[src/rtl/uart_tx_pacer.sv]
// uart_tx_pacer
//   Flow-controlled byte feeder for the jtag_uart TX side. Bytes arrive on a
//   valid/ready port and are buffered in a small FIFO. Each byte is replayed
//   as a setup / strobe / hold sequence on the active-low write strobe.
//   A new byte is launched only while the UART reports that its TX buffer
//   has room (txfl low).
//
//   Optional feature macro: UART_TX_CRLF_EN
//     When defined, a CR (0x0D) is sent in front of every LF (0x0A) taken
//     from the FIFO. When undefined, bytes pass through unchanged and none of
//     the CR bookkeeping exists.
module uart_tx_pacer #(
   parameter int DEPTH_LOG2 = 2,
   parameter int CNT_W      = 16
) (
   input  logic                  clk_i,
   input  logic                  nreset_i,
   input  logic [7:0]            in_data_i,
   input  logic                  in_valid_i,
   output logic                  in_ready_o,
   output logic [7:0]            uart_data_o,
   output logic                  uart_nwr_o,
   input  logic                  uart_txfl_i,
   output logic                  busy_o,
   output logic [DEPTH_LOG2:0]   level_o,
   output logic [CNT_W-1:0]      sent_count_o
);

   localparam int DEPTH = 1 << DEPTH_LOG2;
   localparam logic [DEPTH_LOG2:0] LEVEL_FULL = (DEPTH_LOG2+1)'(DEPTH);

   // Strobe sequencer states; nwr is low only while in S_STROBE.
   typedef enum logic [1:0] {
      S_IDLE   = 2'd0,
      S_SETUP  = 2'd1,
      S_STROBE = 2'd2,
      S_HOLD   = 2'd3
   } state_t;

   state_t                state_reg;
   state_t                state_next;

   // FIFO storage and bookkeeping
   logic [7:0]            mem [DEPTH];
   logic [DEPTH_LOG2-1:0] wr_ptr_reg;
   logic [DEPTH_LOG2-1:0] rd_ptr_reg;
   logic [DEPTH_LOG2:0]   level_reg;
   logic [7:0]            head;
   logic                  push;
   logic                  pop;

   // Registered UART-side outputs
   logic [7:0]            data_reg;
   logic [7:0]            data_next;
   logic                  nwr_reg;
   logic                  nwr_next;
   logic [CNT_W-1:0]      count_reg;
   logic [CNT_W-1:0]      count_next;

`ifdef UART_TX_CRLF_EN
   // cr_done: a CR has already been sent for the LF now at the FIFO head.
   // sending_cr: the byte currently in flight is an inserted CR, so the
   // HOLD state must not pop the FIFO.
   logic                  cr_done_reg;
   logic                  cr_done_next;
   logic                  sending_cr_reg;
   logic                  sending_cr_next;
`endif

   // Ready depends only on registered occupancy, so a full FIFO stays
   // not-ready even in the cycle it is being popped.
   assign in_ready_o = (level_reg != LEVEL_FULL);
   assign push       = in_valid_i & in_ready_o;
   assign head       = mem[rd_ptr_reg];

   assign uart_data_o  = data_reg;
   assign uart_nwr_o   = nwr_reg;
   assign level_o      = level_reg;
   assign sent_count_o = count_reg;
   assign busy_o       = (level_reg != '0) | (state_reg != S_IDLE);

   // FIFO storage write; contents need no reset because the pointers do.
   always_ff @(posedge clk_i) begin
      if (nreset_i && push) begin
         mem[wr_ptr_reg] <= in_data_i;
      end
   end

   // FIFO pointers and occupancy; pointers wrap naturally at the depth.
   always_ff @(posedge clk_i) begin
      if (!nreset_i) begin
         wr_ptr_reg <= '0;
         rd_ptr_reg <= '0;
         level_reg  <= '0;
      end else begin
         if (push) begin
            wr_ptr_reg <= wr_ptr_reg + 1'b1;
         end
         if (pop) begin
            rd_ptr_reg <= rd_ptr_reg + 1'b1;
         end
         case ({push, pop})
            2'b10:   level_reg <= level_reg + 1'b1;
            2'b01:   level_reg <= level_reg - 1'b1;
            default: level_reg <= level_reg;
         endcase
      end
   end

   // Sequencer state and registered outputs.
   always_ff @(posedge clk_i) begin
      if (!nreset_i) begin
         state_reg <= S_IDLE;
         data_reg  <= 8'h00;
         nwr_reg   <= 1'b1;
         count_reg <= '0;
      end else begin
         state_reg <= state_next;
         data_reg  <= data_next;
         nwr_reg   <= nwr_next;
         count_reg <= count_next;
      end
   end

`ifdef UART_TX_CRLF_EN
   // CR insertion flags.
   always_ff @(posedge clk_i) begin
      if (!nreset_i) begin
         cr_done_reg    <= 1'b0;
         sending_cr_reg <= 1'b0;
      end else begin
         cr_done_reg    <= cr_done_next;
         sending_cr_reg <= sending_cr_next;
      end
   end
`endif

   // Next-state and next-output logic. nwr_next looks one state ahead so
   // the registered strobe is low exactly while the state is S_STROBE.
   always_comb begin
      state_next = state_reg;
      data_next  = data_reg;
      nwr_next   = 1'b1;
      count_next = count_reg;
      pop        = 1'b0;
`ifdef UART_TX_CRLF_EN
      cr_done_next    = cr_done_reg;
      sending_cr_next = sending_cr_reg;
`endif
      case (state_reg)
         S_IDLE: begin
            // txfl is only looked at here; a byte already launched always
            // runs to completion.
            if ((level_reg != '0) && !uart_txfl_i) begin
               state_next = S_SETUP;
`ifdef UART_TX_CRLF_EN
               if ((head == 8'h0A) && !cr_done_reg) begin
                  data_next       = 8'h0D;
                  sending_cr_next = 1'b1;
                  cr_done_next    = 1'b1;
               end else begin
                  data_next       = head;
                  sending_cr_next = 1'b0;
               end
`else
               data_next = head;
`endif
            end
         end
         S_SETUP: begin
            state_next = S_STROBE;
            nwr_next   = 1'b0;
         end
         S_STROBE: begin
            state_next = S_HOLD;
         end
         S_HOLD: begin
            state_next = S_IDLE;
            count_next = count_reg + 1'b1;
`ifdef UART_TX_CRLF_EN
            if (!sending_cr_reg) begin
               pop          = 1'b1;
               cr_done_next = 1'b0;
            end
`else
            pop = 1'b1;
`endif
         end
         default: begin
            state_next = S_IDLE;
         end
      endcase
   end

endmodule

[config.mk]
export PLATFORM = sky130hd
export DESIGN_NAME = uart_tx_pacer
export DESIGN_NICKNAME = d
export VERILOG_FILES = /design/src/rtl/uart_tx_pacer.sv
export SDC_FILE = /design/constraint.sdc
export NUM_CORES = 1
export LEC_CHECK = 0
export BUFFER_PORTS_ARGS = -buffer_cell sky130_fd_sc_hd__buf_2
export CAP_MARGIN = 20
export CORE_UTILIZATION = 51
export CTS_CLUSTER_DIAMETER = 120
export DETAILED_ROUTE_END_ITERATION = 10
export GPL_TIMING_DRIVEN = 0
export PLACE_DENSITY = 0.73
export SYNTH_ARGS = -nofsm -noshare
export SYNTH_HDL_FRONTEND = slang
export SYNTH_SLANG_ARGS = --single-unit
export TNS_END_PERCENT = 50
[constraint.sdc]
create_clock -name clk_i -period 2.92 [get_ports clk_i]
set_input_delay 0.876 -clock clk_i [delete_from_list [all_inputs] [get_ports clk_i]]
set_output_delay 0.876 -clock clk_i [all_outputs]
set_load 0.1 [all_outputs]
-- After elaboration in Yosys (flattened, before gate mapping)
Memory sizes are Yosys's and may differ from the RTL's. A register that Yosys moved wholly into a read port is not among the register bits.
Cells that the tools add are included.
W data, S select, Z words.
- add/sub/neg operators: 5
- reductions and logical operators: 9
- bitwise operators: 2
- eq/ne operators: 7
- mux-type cells: 7
- operator list (cell ; count):
    $add A16 B1 Y16 const B ; 1
    $pmux W2 S4 ; 1
    $eq A2 B2 Y1 const B ; 3
    $pmux W3 S2 ; 1
    $add A2 B1 Y2 const B ; 2
    $eq A2 B1 Y1 const B ; 2
    $mux W1 ; 4
    $reduce_bool A2 Y1 ; 2
    $add A3 B1 Y3 const B ; 1
    $ne A3 B3 Y1 const B ; 1
    $reduce_bool A3 Y1 ; 1
    $sub A3 B1 Y3 const B ; 1
    $logic_and A1 B1 Y1 ; 2
    $logic_not A1 Y1 ; 2
    $logic_not A2 Y1 ; 1
    $mux W2 ; 1
    $ne A2 B2 Y1 const B ; 1
    $reduce_and A2 Y1 ; 1
    $and A1 B1 Y1 ; 1
    $or A1 B1 Y1 ; 1
- bits in writable memories: 32
- word-level logic and storage cells: 37
- bits in registers: 26
- memories kept: 1
- input bits: 12
- memory list (name ; depth ; bits a word ; read ports ; clocked after memory_dff ; write ports ; line ; source):
    mem ; 4 ; 8 ; 1 ; 1 ; 1 ; 44 ; logic [7:0] mem [DEPTH];

-- Depth between registers and ports, before layout
Gate-level depths: netlist (run 1).
- depth after elaboration: 5
- mapped depth: 10
- depth with buffers taken out: 9

-- Worst setup path after synthesis (run 1)
OpenSTA, ideal clock, no wires.
- kind: reg2reg
- start: register level_reg[2] (netlist: level_o[2])
- end: register level_reg[2] (netlist: level_o[2])
- cell stages (with the launch flop): 11
- data arrival time: 3.545 ns
- path slack: -0.695 ns
- path buffers: 1
- cells stage by stage: dfxtp_1 or3b_1 clkbuf_1 and2_1 inv_1 ha_1 inv_1 fa_1 xor2_1 or3_1 a21oi_1
- cells in the longest elaborated chain, start to end: 4
- RTL lines (what ; line ; source):
    start, declared ; 47 ; logic [DEPTH_LOG2:0] level_reg;
    start signal, assigned ; 103 ; 2'b10: level_reg <= level_reg + 1'b1;
    start signal, assigned ; 104 ; 2'b01: level_reg <= level_reg - 1'b1;
    start signal, assigned ; 105 ; default: level_reg <= level_reg;
    $ne A3 B3 Y1 (*) ; 72 ; assign in_ready_o = (level_reg != LEVEL_FULL);
    via in_ready_o ; 20 ; output logic in_ready_o,
    $and A1 B1 Y1 (*) ; 73 ; assign push = in_valid_i & in_ready_o;
    $eq A2 B1 Y1 / $eq A2 B2 Y1 (equally long branches) ; 102 ; case ({push, pop})
    $pmux W3 S2 / $reduce_bool A2 Y1 (equally long branches) ; n/a ;
Mark *: on every way through the listed nets, which the timed path passes. The rest lies on a longest branch.
A chain may end at the register's enable or synchronous reset.

-- Worst setup path in the final report (run 1)
- start: register state_reg[0]
- end: output port busy_o
- cells in the longest elaborated chain, start to end: 2
- RTL lines (what ; line ; source):
    start, declared ; 40 ; state_t state_reg;
    start signal, assigned ; 118 ; state_reg <= state_next;
    $reduce_bool A2 Y1 ; 80 ; assign busy_o = (level_reg != '0) | (state_reg != S_IDLE);
    $or A1 B1 Y1 ; 80 ;
    end, declared ; 24 ; output logic busy_o,
Every way passes these cells.

==> impl_metrics.csv, run 1 <==
group,metric,value,unit
critical_path,worst_ep_required_time,2040,ps
worst_hold_path,timing.hold.worst.start,"uart_data_o[2]",
sta,finalSetupViolations,0,
grt,wire_length_of_the_first_global_routing_pass,7460,um
run,drv_cap,0,
clock_network,post_cts_resized,0,
critical_path,critical_path_arrival,1590,ps
sta,setup_repair_after_global_routing_missed_its_margin,"no",
sta,slew-limit-headroom,65.1,%
power_and_ir_drop,ir_drop,341,uV
detailed_routing,vias_per_cell,5.33,
floorplanning,core,0.00517,mm2
critical_path,path_class,"reg -> out",
sta,final_max_slew_viol_count,0,
outcome,outcome,"completed",
worst_hold_path,hold-path-cell-count,1,
yosys,post_synth_instance_area,0.00276,mm2
yosys,ys_ff_latch,66,
sta,timing.final.hold_violations,0,
yosys,yosysSeqAreaShare,59.4,%
place,place.gp.congestion,0.703,
critical_path,critPathCaptureType,"output port",
critical_path,worst_r2r_path_depth,10,
power_and_ir_drop,leakage,1.26,nW
clock_network,tritoncts.num_buffers,9,
worst_hold_path,hold_path_end,"uart_data_o[2]",
clock_network,tritoncts,"built",
clock_network,clock_sink_count,66,
critical_path,crit-reg2reg-capture,"level_o[2]",
clock_network,cts.htree.levels,3,
grt,pin_count_of_the_biggest_net_entering_global_routing,12,
detailed_routing,dr_drc_count,0,
sta,achievable_freq,0.406,GHz
grt,globalRoute.totalOverflow,0,
clock_network,worstSkewPairLatency,340,ps
critical_path,reg2reg_from,"level_o[0]",
layout,multi_input_combinational_cell_area,0.00101,mm2
place,detailed_place_hpwl,3300,um
place,place.port_buffers,41,
worst_hold_path,hp-class,"reg -> reg",
layout,area.sequential,0.00165,mm2
sta,final.period_utilization,84.4,%
layout,layout.filler_cells,439,
floorplanning,floorplan.die.width,75.6,um
floorplanning,initial_utilization,53.4,%
yosys,synth.yosys.warnings,0,
layout,final_core_utilization,62.9,%
layout,fraction_of_final_layout_cells_with_drive_strength_greater_than_1,26.3,%
detailed_routing,drtIter0Drc,75,
detailed_routing,via_count,1856,
critical_path,setup.worst_path.start_class,"flip-flop",
sta,fin_crit,2460,ps
clock_network,cts_hold_buffers,0,
clock_network,cts.clk_slew.worst_paths,70,ps
detailed_routing,drt_pass_1_iters,4,
yosys,synth.avg_cell_area,12.5,um2
critical_path,worst-path-max-fanout,6,
floorplanning,die_height,75.6,um
clock_network,max-clock-path-buffers,2,
detailed_routing,postRouteWirelength,4750,um
power_and_ir_drop,power_density,709,mW/mm2
layout,layout.nets,296,
grt,first_global_vias,1629,
layout,antenna_cells_inserted,0,
sta,tns,0,ps
detailed_routing,drt-wirelength-per-cell,13.6,um
yosys,synthCells,221,
floorplanning,floorplan.die_area,0.00572,mm2
layout,top_register,"mem",
sta,worst_slew_pin_slew,524,ps
clock_network,clock_tree.root_cell,"clkbuf_8",
clock_network,cts_setup_buffers,0,
critical_path,reg2reg_slack,490,ps
layout,largest_register_ff_count,32,
grt,antenna_found_initial,0,
sta,fin_skew,6.56,ps
floorplanning,rows,26,
detailed_routing,antenna_left,0,
floorplanning,num_io_pins,42,
layout,layout-area-overhead-vs-synth,17.8,%
grt,grt_use_total,18.4,%
yosys,synth.lib_cells_used.distinct,34,
yosys,syn_nets,244,
report_power, final:
group / switching [mW] / internal [mW]
Combinational: 0.404 / 0.112
Sequential: 0.0344 / 1.02
Clock: 0.321 / 0.413
Total: 0.760 / 1.55
per-stage QoR:
stage | power, mW | instances | setup slack [ps] | hold WS (ps) | instance area (um2)
finish | 2.31 | 348 | 456 | 460 | 3250
CTS | 2.33 | 348 | 452 | 466 | 3250
global placement | 1.58 | 332 | 358 | 444 | 3070
global route | 2.41 | 348 | 325 | 478 | 3250
detailed placement | 1.60 | 332 | 329 | 446 | 3070
floorplan | 1.50 | 221 | 183 | 468 | 2770
worst max-delay path by stage:
stage,startpoint,end,cells after the start
2_1_floorplan,level_o[0],level_o[2],10
3_3_place_gp,nreset_i,mem[2][6],4
3_5_place_dp,nreset_i,mem[1][3],4
4_1_cts,state_reg[0],busy_o,4
5_1_grt,level_o[0],level_o[2],10
6_report,state_reg[0],busy_o,4
layout by cell type, fill, tap and decap left out, types with 2 or more instances in the layout:
cell type and instances:
a21o_1 2, clkinv_2 2, clkbuf_8 10, buf_2 43
dfxtp_1 31, edfxtp_1 32, dfxtp_2 2, o21ai_0 5
o2bb2ai_1 8, and3_1 4, ha_1 10, nand2b_1 5
or4_1 4, nand4_1 5, inv_1 19, xnor2_1 2
nor4_1 5, nand3_1 5, nand2_1 14, mux4_2 8
nor2_1 10, mux2i_1 7, o31ai_1 4, xor2_1 6
clkbuf_1 5, or3_1 4, a21oi_1 12
synthesized netlist by cell type, drive strengths merged:
library cell	instances	area [um2]
nand2	14	52.6
and3	4	25.0
nand4	6	43.8
and2	1	6.26
xnor2	2	17.5
a21o	2	15.0
fa	1	20.0
dfxtp	34	681
nor2	10	37.5
edfxtp	32	961
or3b	1	8.76
a21oi	12	60.1
or3	4	25.0
inv	20	75.1
mux2i	7	70.1
clkbuf	4	15.0
nand2b	5	31.3
mux4	8	180
nand3	6	35.0
buf	4	21.3
xor2	6	52.6
a31oi	1	12.5
o2bb2ai	8	70.1
nor4	5	31.3
o31ai	4	30.0
o21ai	5	25.0
ha	10	125
or4	4	30.0
nor3	1	5.00
routing by layer:
layer  share of wire, %  GRT usage, %  vias up
met5                  0             0        -
met4                2.1          9.26        0
met3                4.3          5.29       13
met2                 46          27.5       40
met1                 48          24.6      892
li1                   -             -      911
worst max-delay path, stage by stage, from the launching register on:
cell and delay, ps:
dfxtp_1 390, inv_1 90, ha_1 280, nand2_1 80, buf_2 420
cell type report:
cell class | count | share of cell area [%]
flip-flops and latches | 66 | 50.6
multi-input cells | 127 | 31.0
repair buffers | 41 | 6.31
clock buffers | 12 | 4.46
well taps | 70 | 2.69
inverters | 20 | 2.31
clock inverters | 4 | 1.35
plain buffers | 8 | 1.23
cells by family (layout without fill, tap and decap cells):
family,Yosys count,count (layout),synth area share [%]
buffers and inverters,28,85,4.03
adders and majority gates,11,11,5.25
xor gates and xnor gates,8,8,2.54
AOI/OAI and AO/OA,32,32,7.70
muxes,15,15,9.06
and+or+nand+nor,61,61,12.0
DFF,66,66,59.4
No activity file was read; power rests on OpenSTA's default activity.
==> inputs of run 2 (changes only) <==
CORE_UTILIZATION = 50   (was 51)
PLACE_DENSITY = 0.74   (was 0.73)
clock period = 2.2 ns   (was 2.92 ns; I/O delays follow)
==> impl_metrics.csv, run 2 (same netlist as run 1, synthesis figures left out) <==
group,metric,value,unit
outcome,outcome,"completed",
sta,hold_slack,467,ps
floorplanning,num_io_pins,42,
sta,slew-limit-headroom,63.0,%
critical_path,worst-path-max-fanout,5,
critical_path,crit_cells,9,
grt,global_route.usage.met3,5.63,%
power_and_ir_drop,leakage,1.31,nW
critical_path,path_class,"reg -> reg",
sta,fin_skew,9.63,ps
critical_path,timing.critical_path.from,"level_o[1]",
power_and_ir_drop,power_density,995,mW/mm2
grt,globalRoute.totalOverflow,0,
grt,grt_most_used_layer,"met2",
sta,final_max_slew_viol_count,0,
sta,timing.final.hold_violations,0,
layout,layout.cells.most_common_list,"42 x buf_2, 32 x edfxtp_1, 31 x dfxtp_1",
floorplanning,floorplan.die_area,0.00583,mm2
critical_path,reg2reg_slack,30,ps
run,drv_cap,0,
clock_network,clock_sink_count,66,
grt,wire_length_of_the_first_global_routing_pass,8400,um
grt,antenna_found_initial,0,
detailed_routing,via_count,1861,
floorplanning,die_height,76.3,um
critical_path,critical_path_arrival,2440,ps
layout,instances_no_fill,353,
layout,layout.nets,301,
critical_path,critical_path.cell_chain,"or3b_4, and2_4, inv_4, ha_4, inv_2, fa_2, xor2_2, or3_1, a21oi_1",
place,dp_slack,-206,ps
sta,finalSetupViolations,0,
detailed_routing,drtIter0Drc,95,
clock_network,worstSkewPairLatency,340,ps
sta,fin_crit,2170,ps
layout,layout.filler_cells,424,
layout,largest_register_ff_count,32,
layout,top_register,"mem",
critical_path,reg2reg_from,"level_o[1]",
detailed_routing,antenna_left,0,
layout,fraction_of_final_layout_cells_with_drive_strength_greater_than_1,30.7,%
sta,final.period_utilization,98.6,%
critical_path,critical-path-slowest-cell,"or3b_4",
detailed_routing,drt_pass_1_iters,4,
critical_path,cpLargestDelayFamily,"simple AND/OR/NAND/NOR gates",
floorplanning,initial_utilization,53.1,%
worst_hold_path,hp-class,"reg -> reg",
place,place.port_buffers,41,
sta,setup_repair_after_global_routing_missed_its_margin,"yes",
critical_path,worst_r2r_path_depth,9,
grt,first_global_vias,1711,
sta,final_critical_path_setup_slack,30.3,ps
detailed_routing,vias_per_cell,5.27,
critical_path,worst_ep_required_time,2470,ps
layout,final_core_utilization,65.0,%
power_and_ir_drop,power,3.37,mW
critical_path,crit-reg2reg-capture,"level_o[2]",
clock_network,clock_tree.root_cell,"clkbuf_8",
clock_network,max-clock-path-buffers,2,
critical_path,critPathCaptureType,"flip-flop",
sta,worst_slew_pin_slew,555,ps
clock_network,tritoncts.num_buffers,9,
layout,layout.cells.most_common,"buf_2",
detailed_routing,drt-wirelength-per-cell,14.6,um
clock_network,cts.clk_slew.worst_paths,80,ps
detailed_routing,postRouteWirelength,5150,um
grt,groute.layer.met2.usage,28.4,%
place,detailed_place_hpwl,3420,um
sta,achievable_freq,0.461,GHz
clock_network,cts.htree.levels,3,
floorplanning,core,0.00520,mm2
floorplanning,floorplan.die.width,76.3,um
grt,gr-usage-met1,26.0,%
critical_path,timing.critical_path.buf_inv,2,
power_and_ir_drop,ir_drop,1000,uV
detailed_routing,dr_drc_count,0,
critical_path,critical-path-max-stage-delay,420,ps
critical_path,critPathCapture,"level_o[2]",
layout,antenna_cells_inserted,0,
floorplanning,rows,26,
clock_network,tritoncts,"built",
layout,layout-area-overhead-vs-synth,22.6,%
place,place.gp.congestion,0.727,
critical_path,setup.worst_path.start_class,"flip-flop",
grt,pin_count_of_the_biggest_net_entering_global_routing,13,
place,dp_cells,332,
grt,grt_use_total,19.3,%
-- run 2: cell count changes in the layout (fill, tap and decap cells not counted), sizes merged --
cell,change
buf,+6
clkbuf,-4
bufinv,+2
clkinvlp,+2
clkinv,-1
-- run 2: area by class of cell --
cell class / instances / area, um2 / area share, %
Clock buffer: 9 / 124 / 3.66
Buffer: 7 / 32.5 / 0.961
Inverter: 20 / 77.6 / 2.29
Multi-Input combinational cell: 127 / 1040 / 30.6
Tap cell: 70 / 87.6 / 2.59
Timing Repair Buffer: 47 / 256 / 7.58
Sequential cell: 66 / 1650 / 48.8
Clock inverter: 7 / 118 / 3.47
-- run 2: timing repair --
action | 4_1_cts | 5_1_grt
endpoints found under the setup margin | 3 | 4
cloned | 0 | 0
gates resized for setup | 2 | 3
setup buffers | 0 | 6
hold buffers | 0 | 0
pin swaps | 0 | 3
-- run 2: routing by layer --
metal | vias up | wire length [um]
li1 | 923 | -
met5 | - | 0
met1 | 896 | 2510
met3 | 4 | 192
met4 | 0 | 61
met2 | 38 | 2390
-- run 2: through the flow --
| step | cell area (um2) | TNS (ps) |
|---|---|---|
| floorplan | 2810 | -447 |
| global placement | 3110 | -2880 |
| detailed placement | 3110 | -3080 |
| CTS | 3350 | -78.2 |
| global route | 3390 | -58.3 |
| finish | 3390 | 0 |
-- run 2: power by group --
part           internal (mW)  total (mW)  switching, mW
Sequential              1.36        1.40         0.0427
Clock                  0.750        1.23          0.478
Combinational          0.185       0.739          0.554
Total                   2.29        3.37           1.08
-- run 2: worst reg2reg max path, stage by stage (launching register included) --
cell and delay [ps]:
dfxtp_4 350, or3b_4 420, and2_4 160, inv_4 50, ha_4 130, inv_2 40, fa_2 370, xor2_2 150
or3_1 300, a21oi_1 130
-- run 2: worst min-delay path by stage --
stage	cells after the start	endpoint	start	slack (ps)
after floorplan	2	state_reg[1]	state_reg[1]	470
after global placement	1	uart_data_o[1]	uart_data_o[1]	440
after detailed placement	1	uart_data_o[4]	uart_data_o[4]	450
after CTS	1	uart_data_o[4]	uart_data_o[4]	470
after global routing	1	uart_data_o[4]	uart_data_o[4]	490
final	1	uart_data_o[7]	uart_data_o[7]	470
==> inputs of run 3 (changes only) <==
CORE_UTILIZATION = 51   (was 50)
PLACE_DENSITY = 0.73   (was 0.74)
clock period = 2.47 ns   (was 2.2 ns; I/O delays follow)
==> impl_metrics.csv, run 3 (same netlist as run 1, synthesis figures left out) <==
group,metric,value,unit
outcome,outcome,"completed",
sta,setup_repair_after_global_routing_missed_its_margin,"no",
sta,final.period_utilization,94.7,%
sta,final_max_slew_viol_count,0,
grt,pin_count_of_the_biggest_net_entering_global_routing,12,
layout,layout.cells.most_common,"buf_2",
clock_network,cts.htree.levels,3,
grt,grt_use_total,20.5,%
clock_network,clock_tree.root_cell,"clkbuf_8",
layout,fraction_of_final_layout_cells_with_drive_strength_greater_than_1,27.3,%
layout,top_register,"mem",
layout,area.sequential,0.00165,mm2
sta,timing.final.hold_violations,0,
critical_path,timing.critical_path.from,"state_reg[0]",
detailed_routing,via_count,1859,
place,place.gp.congestion,0.727,
floorplanning,floorplan.die_area,0.00572,mm2
grt,wire_length_of_the_first_global_routing_pass,8230,um
power_and_ir_drop,ir_drop,612,uV
clock_network,cts.clk_slew.worst_paths,70,ps
clock_network,max-clock-path-buffers,2,
detailed_routing,dr_drc_count,0,
run,drv_cap,0,
place,dp_slack,-18.6,ps
sta,hold_slack,465,ps
detailed_routing,drt_pass_1_iters,4,
critical_path,worst_r2r_path_depth,10,
grt,first_global_vias,1700,
critical_path,worst-path-max-fanout,6,
clock_network,worstSkewPairLatency,340,ps
critical_path,critical_path.cell_chain,"inv_1, ha_1, nand2_1, buf_2",
detailed_routing,antenna_left,0,
floorplanning,floorplan.die.width,75.6,um
critical_path,critical_path_arrival,1600,ps
layout,largest_register_ff_count,32,
layout,multi_input_combinational_cell_area,0.00102,mm2
sta,worst_slew_pin_slew,562,ps
critical_path,worst_ep_required_time,1730,ps
critical_path,path_class,"reg -> out",
sta,final_critical_path_setup_slack,130,ps
clock_network,post_cts_resized,0,
grt,globalRoute.totalOverflow,0,
place,place.port_buffers,41,
sta,fin_skew,9.27,ps
layout,layout-area-overhead-vs-synth,19.7,%
critical_path,crit-reg2reg-capture,"level_o[2]",
grt,antenna_found_initial,0,
worst_hold_path,hold_path_end,"uart_data_o[4]",
detailed_routing,drtIter0Drc,109,
clock_network,cts_hold_buffers,0,
clock_network,clock_sink_count,66,
floorplanning,rows,26,
critical_path,crit_cells,4,
layout,layout.cells.most_common_list,"43 x buf_2, 32 x edfxtp_1, 31 x dfxtp_1",
sta,fin_crit,2340,ps
worst_hold_path,timing.hold.worst.start,"uart_data_o[4]",
clock_network,tritoncts,"built",
clock_network,cts_setup_buffers,0,
layout,antenna_cells_inserted,0,
power_and_ir_drop,power_density,863,mW/mm2
detailed_routing,drt-wirelength-per-cell,14.8,um
critical_path,critical-path-max-stage-delay,420,ps
sta,achievable_freq,0.427,GHz
layout,layout.filler_cells,408,
critical_path,timing.critical_path.buf_inv,2,
floorplanning,initial_utilization,53.4,%
critical_path,critPathCaptureType,"output port",
detailed_routing,postRouteWirelength,5160,um
sta,slew-limit-headroom,62.5,%
worst_hold_path,hp-class,"reg -> reg",
place,detailed_place_hpwl,3500,um
critical_path,setup.worst_path.start_class,"flip-flop",
floorplanning,die_height,75.6,um
layout,layout.nets,296,
floorplanning,num_io_pins,42,
critical_path,critical-path-slowest-cell,"buf_2",
detailed_routing,vias_per_cell,5.34,
sta,finalSetupViolations,0,
floorplanning,core,0.00517,mm2
power_and_ir_drop,leakage,1.28,nW
critical_path,cpLargestDelayFamily,"buffers and inverters",
clock_network,tritoncts.num_buffers,9,
critical_path,reg2reg_slack,140,ps
critical_path,reg2reg_from,"level_o[0]",
worst_hold_path,hold-path-cell-count,1,
run 3: cell count changes in the layout (fill, tap and decap cells not counted), sizes merged:
cell	previous run	this run
buf	51	45
clkinvlp	2	0
clkbuf	12	17
clkinv	2	1
bufinv	3	2
run 3: per-layer routing:
layer  up-vias  wire, um  track usage [%]
met4         0       113             8.85
met1       879      2400             27.4
met3        15       275             7.80
met2        54      2370             30.1
met5         -         0                0
li1        911         -                -
run 3: cell type report:
class | count | share of cell area (%)
flip-flops and latches | 66 | 49.9
multi-input cells | 127 | 30.8
repair buffers | 41 | 6.20
clock buffers | 13 | 4.50
well taps | 70 | 2.65
inverters | 20 | 2.27
clock inverters | 3 | 1.93
plain buffers | 8 | 1.74
run 3: power breakdown:
| part | switching [mW] | total [mW] | internal, mW |
|---|---|---|---|
| clock | 0.388 | 0.983 | 0.595 |
| sequential | 0.0422 | 1.25 | 1.21 |
| combinational | 0.483 | 0.622 | 0.139 |
run 3: through the flow:
step	util, %	area, um2	TNS [ps]	cells	total power, mW
6_report	64.0	3310	0	348	2.86
5_1_grt	64.0	3310	0	348	2.97
4_1_cts	64.0	3310	0	348	2.87
3_5_place_dp	59.8	3100	-147	332	1.90
3_3_place_gp	59.8	3100	-9.02	332	1.89
2_1_floorplan	-	2800	-60.8	221	1.79
run 3: worst max path at each step:
stage / endpoint
5_1_grt: level_o[2]
3_3_place_gp: mem[2][1]
2_1_floorplan: level_o[2]
3_5_place_dp: mem[2][1]
4_1_cts: busy_o
6_report: busy_o
run 3: worst register-to-register path: stages, from the launching register on:
cell and delay, ps:
dfxtp_4 360, or3b_4 400, clkbuf_16 160, and2_4 140
inv_1 60, ha_2 190, inv_1 60, fa_2 330
xor2_1 150, or3_1 300, a21oi_1 120
